**config.mk**
```make
export PLATFORM = sky130hd
export DESIGN_NAME = cpu_run_ctrl_flat
export DESIGN_NICKNAME = d
export VERILOG_FILES = /design/src/rtl/cpu_ctrl_pkg.sv /design/src/rtl/cpu_run_ctrl_if.sv /design/src/rtl/switch_debounce.sv /design/src/rtl/cpu_run_ctrl.sv /design/src/flat_wrapper.sv
export SDC_FILE = /design/constraint.sdc
export NUM_CORES = 1
export LEC_CHECK = 0
export ABC_CLOCK_PERIOD_IN_PS = 2710
export CAP_MARGIN = 20
export CORE_MARGIN = 5
export CORE_UTILIZATION = 45
export CTS_CLUSTER_SIZE = 12
export DETAILED_ROUTE_END_ITERATION = 6
export GPL_TIMING_DRIVEN = 1
export PLACE_DENSITY = 0.61
export RECOVER_POWER = 50
export SYNTH_ARGS = -nofsm -noshare
export SYNTH_HDL_FRONTEND = slang
export SYNTH_SLANG_ARGS = --single-unit
```
**constraint.sdc**
```tcl
create_clock -name i_Clk -period 2.71 [get_ports i_Clk]
set_input_delay 0.271 -clock i_Clk [delete_from_list [all_inputs] [get_ports i_Clk]]
set_output_delay 0.271 -clock i_Clk [all_outputs]
set_load 0.02 [all_outputs]
```
**src/rtl/cpu_ctrl_pkg.sv**
```systemverilog
// rtl/cpu_ctrl_pkg.sv - shared state encoding and constants for the CPU run/step controller
package cpu_ctrl_pkg;

  typedef enum logic [1:0] {
    ST_RUN      = 2'd0,
    ST_HALT     = 2'd1,
    ST_STEP     = 2'd2,
    ST_RST_HOLD = 2'd3
  } run_state_t;

  // Number of cycles the CPU reset is held low after a restart request
  localparam int RST_HOLD_CYCLES = 16;

  // Fast-run tick period is the slow period divided by 2^FAST_SHIFT
  localparam int FAST_SHIFT = 4;

endpackage

```
**src/rtl/cpu_run_ctrl_if.sv**
```systemverilog
// rtl/cpu_run_ctrl_if.sv - board switch inputs and CPU control outputs of the run/step controller
interface cpu_run_ctrl_if;

  logic       i_Switch_1;
  logic       i_Switch_2;
  logic       i_Switch_3;
  logic       i_Switch_4;
  logic       o_Cpu_Ce;
  logic       o_Cpu_Rst_n;
  logic       o_Running;
  logic [7:0] o_Step_Count;

  // Controller side: consumes switches, produces CPU controls
  modport master (
    input  i_Switch_1, i_Switch_2, i_Switch_3, i_Switch_4,
    output o_Cpu_Ce, o_Cpu_Rst_n, o_Running, o_Step_Count
  );

  // Board/CPU side: drives switches, observes CPU controls
  modport slave (
    output i_Switch_1, i_Switch_2, i_Switch_3, i_Switch_4,
    input  o_Cpu_Ce, o_Cpu_Rst_n, o_Running, o_Step_Count
  );

endinterface

```
**src/rtl/switch_debounce.sv**
```systemverilog
// rtl/switch_debounce.sv - 2-FF synchronizer, counting debouncer and rising-edge press pulse
module switch_debounce #(
  parameter int DEBOUNCE_CYCLES = 250000
) (
  input  logic clk,
  input  logic rst_n,
  input  logic raw,
  output logic level,
  output logic press
);

  localparam int CW = $clog2(DEBOUNCE_CYCLES + 1);
  localparam logic [CW-1:0] CNT_LAST = CW'(DEBOUNCE_CYCLES - 1);

  logic          sync1;
  logic          sync2;
  logic [CW-1:0] cnt;
  logic          level_q;

  // Bring the asynchronous switch into the clock domain
  always_ff @(posedge clk or negedge rst_n) begin
    if (!rst_n) begin
      sync1 <= 1'b0;
      sync2 <= 1'b0;
    end else begin
      sync1 <= raw;
      sync2 <= sync1;
    end
  end

  // Accept a new level only after it has persisted for DEBOUNCE_CYCLES; any return clears the count
  always_ff @(posedge clk or negedge rst_n) begin
    if (!rst_n) begin
      cnt   <= '0;
      level <= 1'b0;
    end else if (sync2 != level) begin
      if (cnt == CNT_LAST) begin
        level <= sync2;
        cnt   <= '0;
      end else begin
        cnt <= cnt + 1'b1;
      end
    end else begin
      cnt <= '0;
    end
  end

  // One-cycle pulse on each rising edge of the debounced level
  always_ff @(posedge clk or negedge rst_n) begin
    if (!rst_n) begin
      level_q <= 1'b0;
      press   <= 1'b0;
    end else begin
      level_q <= level;
      press   <= level & ~level_q;
    end
  end

endmodule

```
**src/rtl/cpu_run_ctrl.sv**
```systemverilog
// rtl/cpu_run_ctrl.sv - run/halt/step/restart controller producing CPU clock enable and reset
module cpu_run_ctrl
  import cpu_ctrl_pkg::*;
#(
  parameter int DEBOUNCE_CYCLES = 250000,
  parameter int TICK_DIV_LOG2   = 22
) (
  input  logic i_Clk,
  input  logic i_Rst_n,
  cpu_run_ctrl_if.master bus
);

  localparam int HOLD_W = $clog2(RST_HOLD_CYCLES);
  localparam logic [HOLD_W-1:0] HOLD_LAST = HOLD_W'(RST_HOLD_CYCLES - 1);

  logic sw1_press, sw2_press, sw4_press, sw3_level;
  logic sw1_level_unused, sw2_level_unused, sw4_level_unused, sw3_press_unused;

  logic [TICK_DIV_LOG2-1:0] presc;
  logic                     tick;
  logic [HOLD_W-1:0]        hold_cnt;
  run_state_t               state, state_next;
  logic                     ce_next;

  switch_debounce #(.DEBOUNCE_CYCLES(DEBOUNCE_CYCLES)) u_sw1 (
    .clk(i_Clk), .rst_n(i_Rst_n), .raw(bus.i_Switch_1),
    .level(sw1_level_unused), .press(sw1_press)
  );
  switch_debounce #(.DEBOUNCE_CYCLES(DEBOUNCE_CYCLES)) u_sw2 (
    .clk(i_Clk), .rst_n(i_Rst_n), .raw(bus.i_Switch_2),
    .level(sw2_level_unused), .press(sw2_press)
  );
  switch_debounce #(.DEBOUNCE_CYCLES(DEBOUNCE_CYCLES)) u_sw3 (
    .clk(i_Clk), .rst_n(i_Rst_n), .raw(bus.i_Switch_3),
    .level(sw3_level), .press(sw3_press_unused)
  );
  switch_debounce #(.DEBOUNCE_CYCLES(DEBOUNCE_CYCLES)) u_sw4 (
    .clk(i_Clk), .rst_n(i_Rst_n), .raw(bus.i_Switch_4),
    .level(sw4_level_unused), .press(sw4_press)
  );

  // Free-running prescaler; speed changes only reselect which tick is used
  always_ff @(posedge i_Clk or negedge i_Rst_n) begin
    if (!i_Rst_n) presc <= '0;
    else          presc <= presc + 1'b1;
  end

  assign tick = sw3_level ? (&presc[TICK_DIV_LOG2-FAST_SHIFT-1:0]) : (&presc);

  // Next state and next clock enable; restart outranks run/halt, which outranks step
  always_comb begin
    state_next = state;
    ce_next    = 1'b0;
    case (state)
      ST_RUN:      if (sw1_press) state_next = ST_HALT;
      ST_HALT: begin
        if (sw1_press)      state_next = ST_RUN;
        else if (sw2_press) state_next = ST_STEP;
      end
      ST_STEP:     state_next = ST_HALT;
      ST_RST_HOLD: if (hold_cnt == HOLD_LAST) state_next = ST_HALT;
      default:     state_next = ST_RUN;
    endcase
    if (sw4_press) state_next = ST_RST_HOLD;
    // A tick on the cycle RUN is left does not produce an enable
    ce_next = (state == ST_RUN && state_next == ST_RUN && tick) || (state_next == ST_STEP);
  end

  // State register with registered outputs aligned to it
  always_ff @(posedge i_Clk or negedge i_Rst_n) begin
    if (!i_Rst_n) begin
      state            <= ST_RUN;
      hold_cnt         <= '0;
      bus.o_Cpu_Ce     <= 1'b0;
      bus.o_Cpu_Rst_n  <= 1'b1;
      bus.o_Running    <= 1'b1;
      bus.o_Step_Count <= 8'd0;
    end else begin
      state           <= state_next;
      hold_cnt        <= (state == ST_RST_HOLD && !sw4_press) ? hold_cnt + 1'b1 : '0;
      bus.o_Cpu_Ce    <= ce_next;
      bus.o_Cpu_Rst_n <= (state_next != ST_RST_HOLD);
      bus.o_Running   <= (state_next == ST_RUN);
      if (state_next == ST_RST_HOLD) bus.o_Step_Count <= 8'd0;
      else if (ce_next)              bus.o_Step_Count <= bus.o_Step_Count + 8'd1;
    end
  end

endmodule

```
**src/flat_wrapper.sv**
```systemverilog
// flat-port wrapper written by rule: the top's interface ports become plain ports
module cpu_run_ctrl_flat import cpu_ctrl_pkg::*;
#(
  parameter int DEBOUNCE_CYCLES = 250000,
  parameter int TICK_DIV_LOG2   = 22
)
  (i_Clk, i_Rst_n, bus_i_Switch_1, bus_i_Switch_2, bus_i_Switch_3, bus_i_Switch_4, bus_o_Cpu_Ce, bus_o_Cpu_Rst_n, bus_o_Running, bus_o_Step_Count);
  cpu_run_ctrl_if bus_i ();
  input  logic i_Clk;
  input  logic i_Rst_n;
  input wire logic [$bits(bus_i.i_Switch_1)-1:0] bus_i_Switch_1;
  input wire logic [$bits(bus_i.i_Switch_2)-1:0] bus_i_Switch_2;
  input wire logic [$bits(bus_i.i_Switch_3)-1:0] bus_i_Switch_3;
  input wire logic [$bits(bus_i.i_Switch_4)-1:0] bus_i_Switch_4;
  output wire logic [$bits(bus_i.o_Cpu_Ce)-1:0] bus_o_Cpu_Ce;
  output wire logic [$bits(bus_i.o_Cpu_Rst_n)-1:0] bus_o_Cpu_Rst_n;
  output wire logic [$bits(bus_i.o_Running)-1:0] bus_o_Running;
  output wire logic [$bits(bus_i.o_Step_Count)-1:0] bus_o_Step_Count;
  assign bus_i.i_Switch_1 = bus_i_Switch_1;
  assign bus_i.i_Switch_2 = bus_i_Switch_2;
  assign bus_i.i_Switch_3 = bus_i_Switch_3;
  assign bus_i.i_Switch_4 = bus_i_Switch_4;
  assign bus_o_Cpu_Ce = bus_i.o_Cpu_Ce;
  assign bus_o_Cpu_Rst_n = bus_i.o_Cpu_Rst_n;
  assign bus_o_Running = bus_i.o_Running;
  assign bus_o_Step_Count = bus_i.o_Step_Count;
  cpu_run_ctrl #(.DEBOUNCE_CYCLES(DEBOUNCE_CYCLES), .TICK_DIV_LOG2(TICK_DIV_LOG2)) u_core (.i_Clk(i_Clk), .i_Rst_n(i_Rst_n), .bus(bus_i));
endmodule
```
==> key figures, run 1 <==
Worst setup path
  – Nature of the critical path endpoint: register
  – CP required: roughly 3.0 ns
  – Crit-path max FO: 10
  – Worst Setup Start Kind: register
  – Crit Path Category: reg -> reg
  – Arrival time worst endpoint: around 2.2 ns

Timing
  – Max_slew headroom: roughly 2.4%
  – Pins Over Slew Limit: 0
  – Final setup fails: 0
  – Final Hold Slack: 0.3463 ns
  – Final hold violations: 0
  – Worst Tran Pin Value: 1.464 ns
  – Period utilisation layout: 71.36%
  – Setup ws final: 0.7762 ns
  – Fin crit period: around 1.9 ns
  – Fin Setup TNS: 0 ns
  – Clock Skew: 0.004922 ns
  – Fmax: 517.1 MHz
  – RSZ-0062 raised after global routing: no

GRT
  – Met3 Usage GRT: ~4.6%
  – Largest net degree at the start of global routing: 60
  – Layer with the highest usage: met2
  – GR Util met2: 22.32%
  – All-Layer GR Usage: between 10% and 20%
  – GR met1 Demand/Resource: 19.19%
  – Grt ovf: 0
  – Vias in the first global route: between 3000 and 4000
  – Antenna violations before repair: 0
  – First-pass GRT wire length: between 15 and 20 mm

Synth
  – Syn avg cell area: approximately 11 um^2
  – FF+latch count, synth: about 130
  – Ys Warns: 0
  – Synth Cell Area: 5798 um^2
  – Most used DFF post-synth: dfrtp_1
  – Number of flops mapped to enable cells by yosys: 0
  – Unique cell type count in the Yosys netlist: 44
  – Post-synth ARST share: between 90% and 100%
  – Gate Count Post-Synth: about 530
  – Post-synthesis sequential area ratio: 55.72%
  – Syn Nets: ~540

Clocking
  – Post-cts sizing count: 0
  – Max clock buf depth: 2
  – Clock root cell: clkbuf_16
  – Clk_lat worst skew: just over 0.4 ns
  – CTS tree: yes
  – CTS Buf Count: 17
  – Reg clk slew, reported paths: 0.06 ns
  – Clock sink count: 129
  – H-tree level count: 4
  – Post-CTS Hold Buffers: 1
  – Number of setup buffers added after CTS: 0

Routing
  – Post-Route WL: between 9 and 10 mm
  – DRC Markers: 0
  – ANT nets after route: 0
  – DR iter-0 viols: between 200 and 300
  – Vias: 3773
  – Pre-antenna DRT Iters: 4
  – Via density: ~5.1
  – WL/cell: around 13 um

Power and ir drop
  – Worst vdd ir: about 340 uV
  – Power, Total: roughly 4300 uW
  – PD cells: roughly 640 nW/um^2
  – Switch share: around a fifth
  – Internal power: 3435 uW
  – P_leak: 0.003030 uW
  – Flop pwr share: 45.1%
  – Logic gate share of total power: ~2.1%
  – Clk pwr share: a little over half
  – Net Sw Power: ~910 uW

Worst hold path
  – Hold Crit Class: reg -> reg

Die
  – Starting density of the core: around 46%
  – Row cnt: 41
  – Die Height: 123.5 um
  – Die width: 123.5 um
  – Total core area: between 10000 and 15000 um^2
  – Top Ports: 17
  – DIE AREA: about 15000 um^2

Cells and area
  – Fillers: roughly 1200
  – Share of layout cells above drive strength 1: a little under an eighth
  – Finished Layout Cells: between 700 and 800
  – Ant. Diodes: 0
  – Synth-to-Final Area Change: 16.64%
  – Final nets: between 500 and 600

Run status
  – Status: complete, no violations

Place
  – GPL Wtd Cong: approximately 0.81
  – Port Buffers: 16
  – Post-place setup slack: between 0.7 and 0.8 ns
  – Post-DP HPWL: 6.653 mm
  – Dpl cells: between 700 and 800

Flow run
  – # Max-Cap Violations: 0
## cells in the mapped netlist (all sizes together), types with 5 or more instances
master | number | area (um^2)
nand4 | 19 | 148.9
nor2 | 99 | 371.6
nor4 | 7 | 80.07
ha | 7 | 87.58
dfrtp | 127 | 3178
a221o | 6 | 60.06
xnor2 | 43 | 376.6
and3 | 27 | 176.4
xor2 | 47 | 411.6
nor3 | 13 | 65.06
buf | 6 | 36.28
and4 | 7 | 61.31
nand3 | 37 | 190.2
nand2 | 30 | 112.6
nor2b | 5 | 31.28
inv | 10 | 37.53
## critical path, stage by stage, from the launching register on
cell and delay, ns:
dfrtp_1 0.43, nor3b_2 0.19, nor4_4 0.54, a31oi_4 0.25
a221o_1 0.40
## path summary, 6_finish.rpt
check	startpoint	endpoint	slack, ns	cells past startpoint
min	u_core.u_sw1.sync1	u_core.u_sw1.sync2	0.35	0
max in group asynchronous	i_Rst_n	u_core.u_sw3.cnt[0]	0.84	3
max reg2reg	u_core.state[0]	u_core.bus.o_Step_Count[5]	0.78	4
min reg2reg	u_core.u_sw1.sync1	u_core.u_sw1.sync2	0.35	0
max	u_core.state[0]	u_core.bus.o_Step_Count[5]	0.78	4
min in group asynchronous	i_Rst_n	u_core.presc[11]	0.75	2
## registers in the layout (all words and copies together), names as in the netlist, 2 cells and up
signal	cells
u_core.u_sw3.cnt	18
u_core.u_sw2.cnt	18
u_core.u_sw4.cnt	18
u_core.presc	22
u_core.bus.o_Step_Count	8
u_core.hold_cnt	4
u_core.u_sw1.cnt	18
u_core.state	2
## cells in the final DEF, fill, tap and decap left out, types with 8 or more instances in the layout
cell type        count
dfrtp_1            127
xnor2_1             43
xor2_1              47
nand4_1             17
and3_1              21
clkinvlp_4           8
inv_1                9
nand2_1             30
nor2_1              99
nor3_1              13
nand3_1             37
clkbuf_16           17
clkdlybuf4s50_1     11
## cell type report
type	count	area (um^2)	area share (%)
inverter	10	37.54	0.5550
tap	172	215.2	3.182
multi-input combinational	380	2477	36.63
clock inverter	14	165.2	2.442
timing repair buffer	20	197.7	2.923
clock buffer	18	439.2	6.494
sequential	129	3231	47.77
## per-layer routing
metal / wire (um) / share of wire, %
met5: 0 / 0
met4: 140 / 1.4
met3: 333 / 3.4
met2: 4634 / 47
met1: 4764 / 48
## per-stage QoR
stage	instance area (um^2)	utilization [%]
after detailed placement	6158	48.80
after global placement	6158	48.80
after global routing	6763	53.59
after CTS	6773	53.67
final	6763	53.59
after floorplan	5798	-
## power by group through the flow
stage / clock network [uW] / registers (uW) / logic (uW)
finish: 2300 / 1960 / 92.7
global route: 2440 / 1960 / 111
CTS: 2350 / 1960 / 99.9
detailed placement: 0 / 2000 / 98.4
global placement: 0 / 1990 / 96.5
floorplan: 0 / 1990 / 39.7
## cells by family after synthesis
family / count (synthesis) / synth area share, %
adders and majority gates: 7 / 1.511
DFF: 129 / 55.72
buffers and inverters: 19 / 1.467
and+or+nand+nor: 264 / 24.30
muxes: 4 / 0.7768
xor gates and xnor gates: 90 / 13.60
AOI/OAI and AO/OA: 15 / 2.633
Note: power is estimated with default switching activity, not from simulation.
==> run 2: changes to the inputs <==
--- a/config.mk
+++ b/config.mk
@@ -5,14 +5,14 @@
 export SDC_FILE = /design/constraint.sdc
 export NUM_CORES = 1
 export LEC_CHECK = 0
-export ABC_CLOCK_PERIOD_IN_PS = 2710
+export ABC_CLOCK_PERIOD_IN_PS = 1650
 export CAP_MARGIN = 20
 export CORE_MARGIN = 5
 export CORE_UTILIZATION = 45
 export CTS_CLUSTER_SIZE = 12
 export DETAILED_ROUTE_END_ITERATION = 6
 export GPL_TIMING_DRIVEN = 1
-export PLACE_DENSITY = 0.61
+export PLACE_DENSITY = 0.64
 export RECOVER_POWER = 50
 export SYNTH_ARGS = -nofsm -noshare
 export SYNTH_HDL_FRONTEND = slang
==> constraint.sdc (replaced) <==
create_clock -name i_Clk -period 1.65 [get_ports i_Clk]
set_input_delay 0.165 -clock i_Clk [delete_from_list [all_inputs] [get_ports i_Clk]]
set_output_delay 0.165 -clock i_Clk [all_outputs]
set_load 0.02 [all_outputs]
==> key figures, run 2 (synthesis results as in run 1) <==
Timing
  – RSZ-0062 raised after global routing: yes
  – Worst Tran Pin Value: between 0.8 and 0.9 ns
  – Max_slew headroom: a little over two fifths
  – Clock Skew: 0.006625 ns
  – Pins Over Slew Limit: 0
  – Final setup fails: 0
  – Final hold violations: 0
  – Final Hold Slack: about 0.3 ns
  – Period utilisation layout: 99.02%
  – Fmax: 612.0 MHz
  – Fin crit period: between 1.5 and 2 ns

Flow run
  – # Max-Cap Violations: 0

Cells and area
  – Commonest non-fill, non-tap cell in the layout: dfrtp_1
  – Largest register FFs: 22
  – Fin area: around 7300 um^2
  – Synth-to-Final Area Change: 26.00%
  – Reg with most FFs: u_core.presc
  – Final nets: just over 600
  – Most frequent cells in the layout: dfrtp_1, nor2_1, xor2_1
  – Ant. Diodes: 0
  – Share of layout cells above drive strength 1: 21.58%

Power and ir drop
  – Net Sw Power: about 1600 uW
  – Flop pwr share: about 43%
  – P_leak: 0.003402 uW
  – Switch share: about a fifth
  – Power, Total: between 7000 and 8000 uW
  – Clk pwr share: between 50% and 60%
  – PD cells: around 1000 nW/um^2
  – Worst vdd ir: ~700 uV
  – Internal power: 5950 uW
  – Logic gate share of total power: under 10%

Clocking
  – CTS tree: yes
  – Reg clk slew, reported paths: about 0.06 ns
  – H-tree level count: 4
  – Clk_lat worst skew: ~0.41 ns
  – CTS Buf Count: 17
  – Max clock buf depth: 2
  – Clock sink count: roughly 130
  – Clock root cell: clkbuf_16

Die
  – Total core area: 12620 um^2
  – DIE AREA: roughly 15000 um^2
  – Row cnt: slightly above 40
  – Top Ports: 17
  – Die Height: roughly 120 um
  – Die width: roughly 120 um
  – Starting density of the core: ~46%

Place
  – Port Buffers: 16
  – Area of placed instances: between 6000 and 7000 um^2
  – GPL Wtd Cong: 0.8277
  – Post-DP HPWL: between 7 and 8 mm

Worst setup path
  – R2R cell count: 6
  – Crit Path Category: reg -> reg
  – Worst Setup Start Kind: register
  – Crit-path max FO: 10
  – CP required: 2.00 ns
  – Nature of the critical path endpoint: register
  – Arrival time worst endpoint: 1.98 ns

Worst hold path
  – Worst hold path depth: 1
  – Hold Crit Class: in -> reg

Routing
  – ANT nets after route: 0
  – Pre-antenna DRT Iters: 4
  – Vias: around 4000
  – Via density: around 5.1
  – DRC Markers: 0
  – WL/cell: ~13 um
  – DR iter-0 viols: between 300 and 400
  – Post-Route WL: between 10 and 15 mm

GRT
  – Antenna violations before repair: 0
  – First-pass GRT wire length: 19.08 mm
  – Grt ovf: 0
  – All-Layer GR Usage: between 10% and 20%
  – Largest net degree at the start of global routing: 36
  – Vias in the first global route: 4153

Run status
  – Status: complete, no violations
[run 2: cell types whose count changed in the layout (fill, tap and decap cells not counted), moves of 3 or more]
| cell | previous run | this run |
|---|---|---|
| clkdlybuf4s50_1 | 11 | 1 |
| clkinv_2 | 3 | 0 |
| clkinv_4 | 0 | 4 |
| dlymetal6s2s_1 | 0 | 3 |
| nand3_1 | 37 | 33 |
| dlygate4sd2_1 | 0 | 7 |
| and3_1 | 21 | 17 |
| nand3_2 | 0 | 4 |
| and3_4 | 0 | 3 |
| clkinvlp_4 | 8 | 4 |
| buf_4 | 1 | 43 |
[run 2: power groups by stage]
stage / Clock (uW) / Combinational, uW / Sequential (uW)
3_5_place_dp: 0 / 185 / 3280
6_report: 4120 / 169 / 3220
3_3_place_gp: 0 / 181 / 3280
5_1_grt: 4370 / 200 / 3230
2_1_floorplan: 0 / 66.7 / 3270
4_1_cts: 4200 / 188 / 3220
[run 2: metrics by stage]
step	util [%]	setup slack, ns	std cells	setup TNS [ns]
after CTS	57.23	-0.01206	787	-0.01206
final	57.89	0.01614	793	0
after detailed placement	51.25	-0.02707	746	-0.1185
after floorplan	-	0.001729	528	0
after global routing	57.89	-0.07545	793	-1.643
after global placement	51.25	0.04822	746	0
[run 2: path summary, 6_finish.rpt]
check	to	slack (ns)	from
worst max-delay path	u_core.bus.o_Step_Count[4]	0.02	u_core.state[0]
worst min-delay path	u_core.u_sw4.sync1	0.30	bus_i_Switch_4
worst max register to register	u_core.bus.o_Step_Count[4]	0.02	u_core.state[0]
worst min register to register	u_core.u_sw1.sync2	0.35	u_core.u_sw1.sync1
max in group asynchronous	u_core.u_sw1.cnt[4]	0.26	i_Rst_n
min in group asynchronous	u_core.presc[11]	0.39	i_Rst_n
[run 2: area by class of cell]
cell class | count | area [um^2]
multi-input combinational | 381 | 2584
sequential | 129 | 3233
clock buffer | 17 | 425.4
tap | 172 | 215.2
clock inverter | 15 | 232.7
timing repair buffer | 69 | 578.1
fill | 1057 | 5314
inverter | 10 | 37.54
[run 2: repair_timing]
item                                    CTS  global route
endpoints found under the setup margin   13            41
pin swaps                                 6             8
gates cloned                              2             0
resized for setup                        12            21
buffers inserted                          6             6
hold buffers                              1             0
endpoints found under the hold margin    28             0
[run 2: worst max-delay path, cell delays in order, from the launching register on]
cell	delay, ns
dfrtp_2	0.42
nor3b_2	0.17
nor4_4	0.32
buf_4	0.21
inv_2	0.10
nor3_1	0.18
a221o_1	0.17
[run 2: layer usage]
layer | wire [um] | vias to the layer above | share of wire (%) | global-route usage [%]
li1 | - | 1966 | - | -
met1 | 5033 | 1972 | 47 | 20.94
met3 | 373 | 11 | 3.5 | 5.078
met2 | 5087 | 57 | 48 | 24.80
met4 | 135 | 0 | 1.3 | 4.983
met5 | 0 | - | 0 | 0
==> run 3: changes to the inputs <==
--- a/config.mk
+++ b/config.mk
@@ -14,6 +14,7 @@
 export GPL_TIMING_DRIVEN = 1
 export PLACE_DENSITY = 0.64
 export RECOVER_POWER = 50
+export SLEW_MARGIN = 15
 export SYNTH_ARGS = -nofsm -noshare
 export SYNTH_HDL_FRONTEND = slang
 export SYNTH_SLANG_ARGS = --single-unit
==> results of run 3 <==
No change in the layout: final DEF, timing and power equal those of run 2.
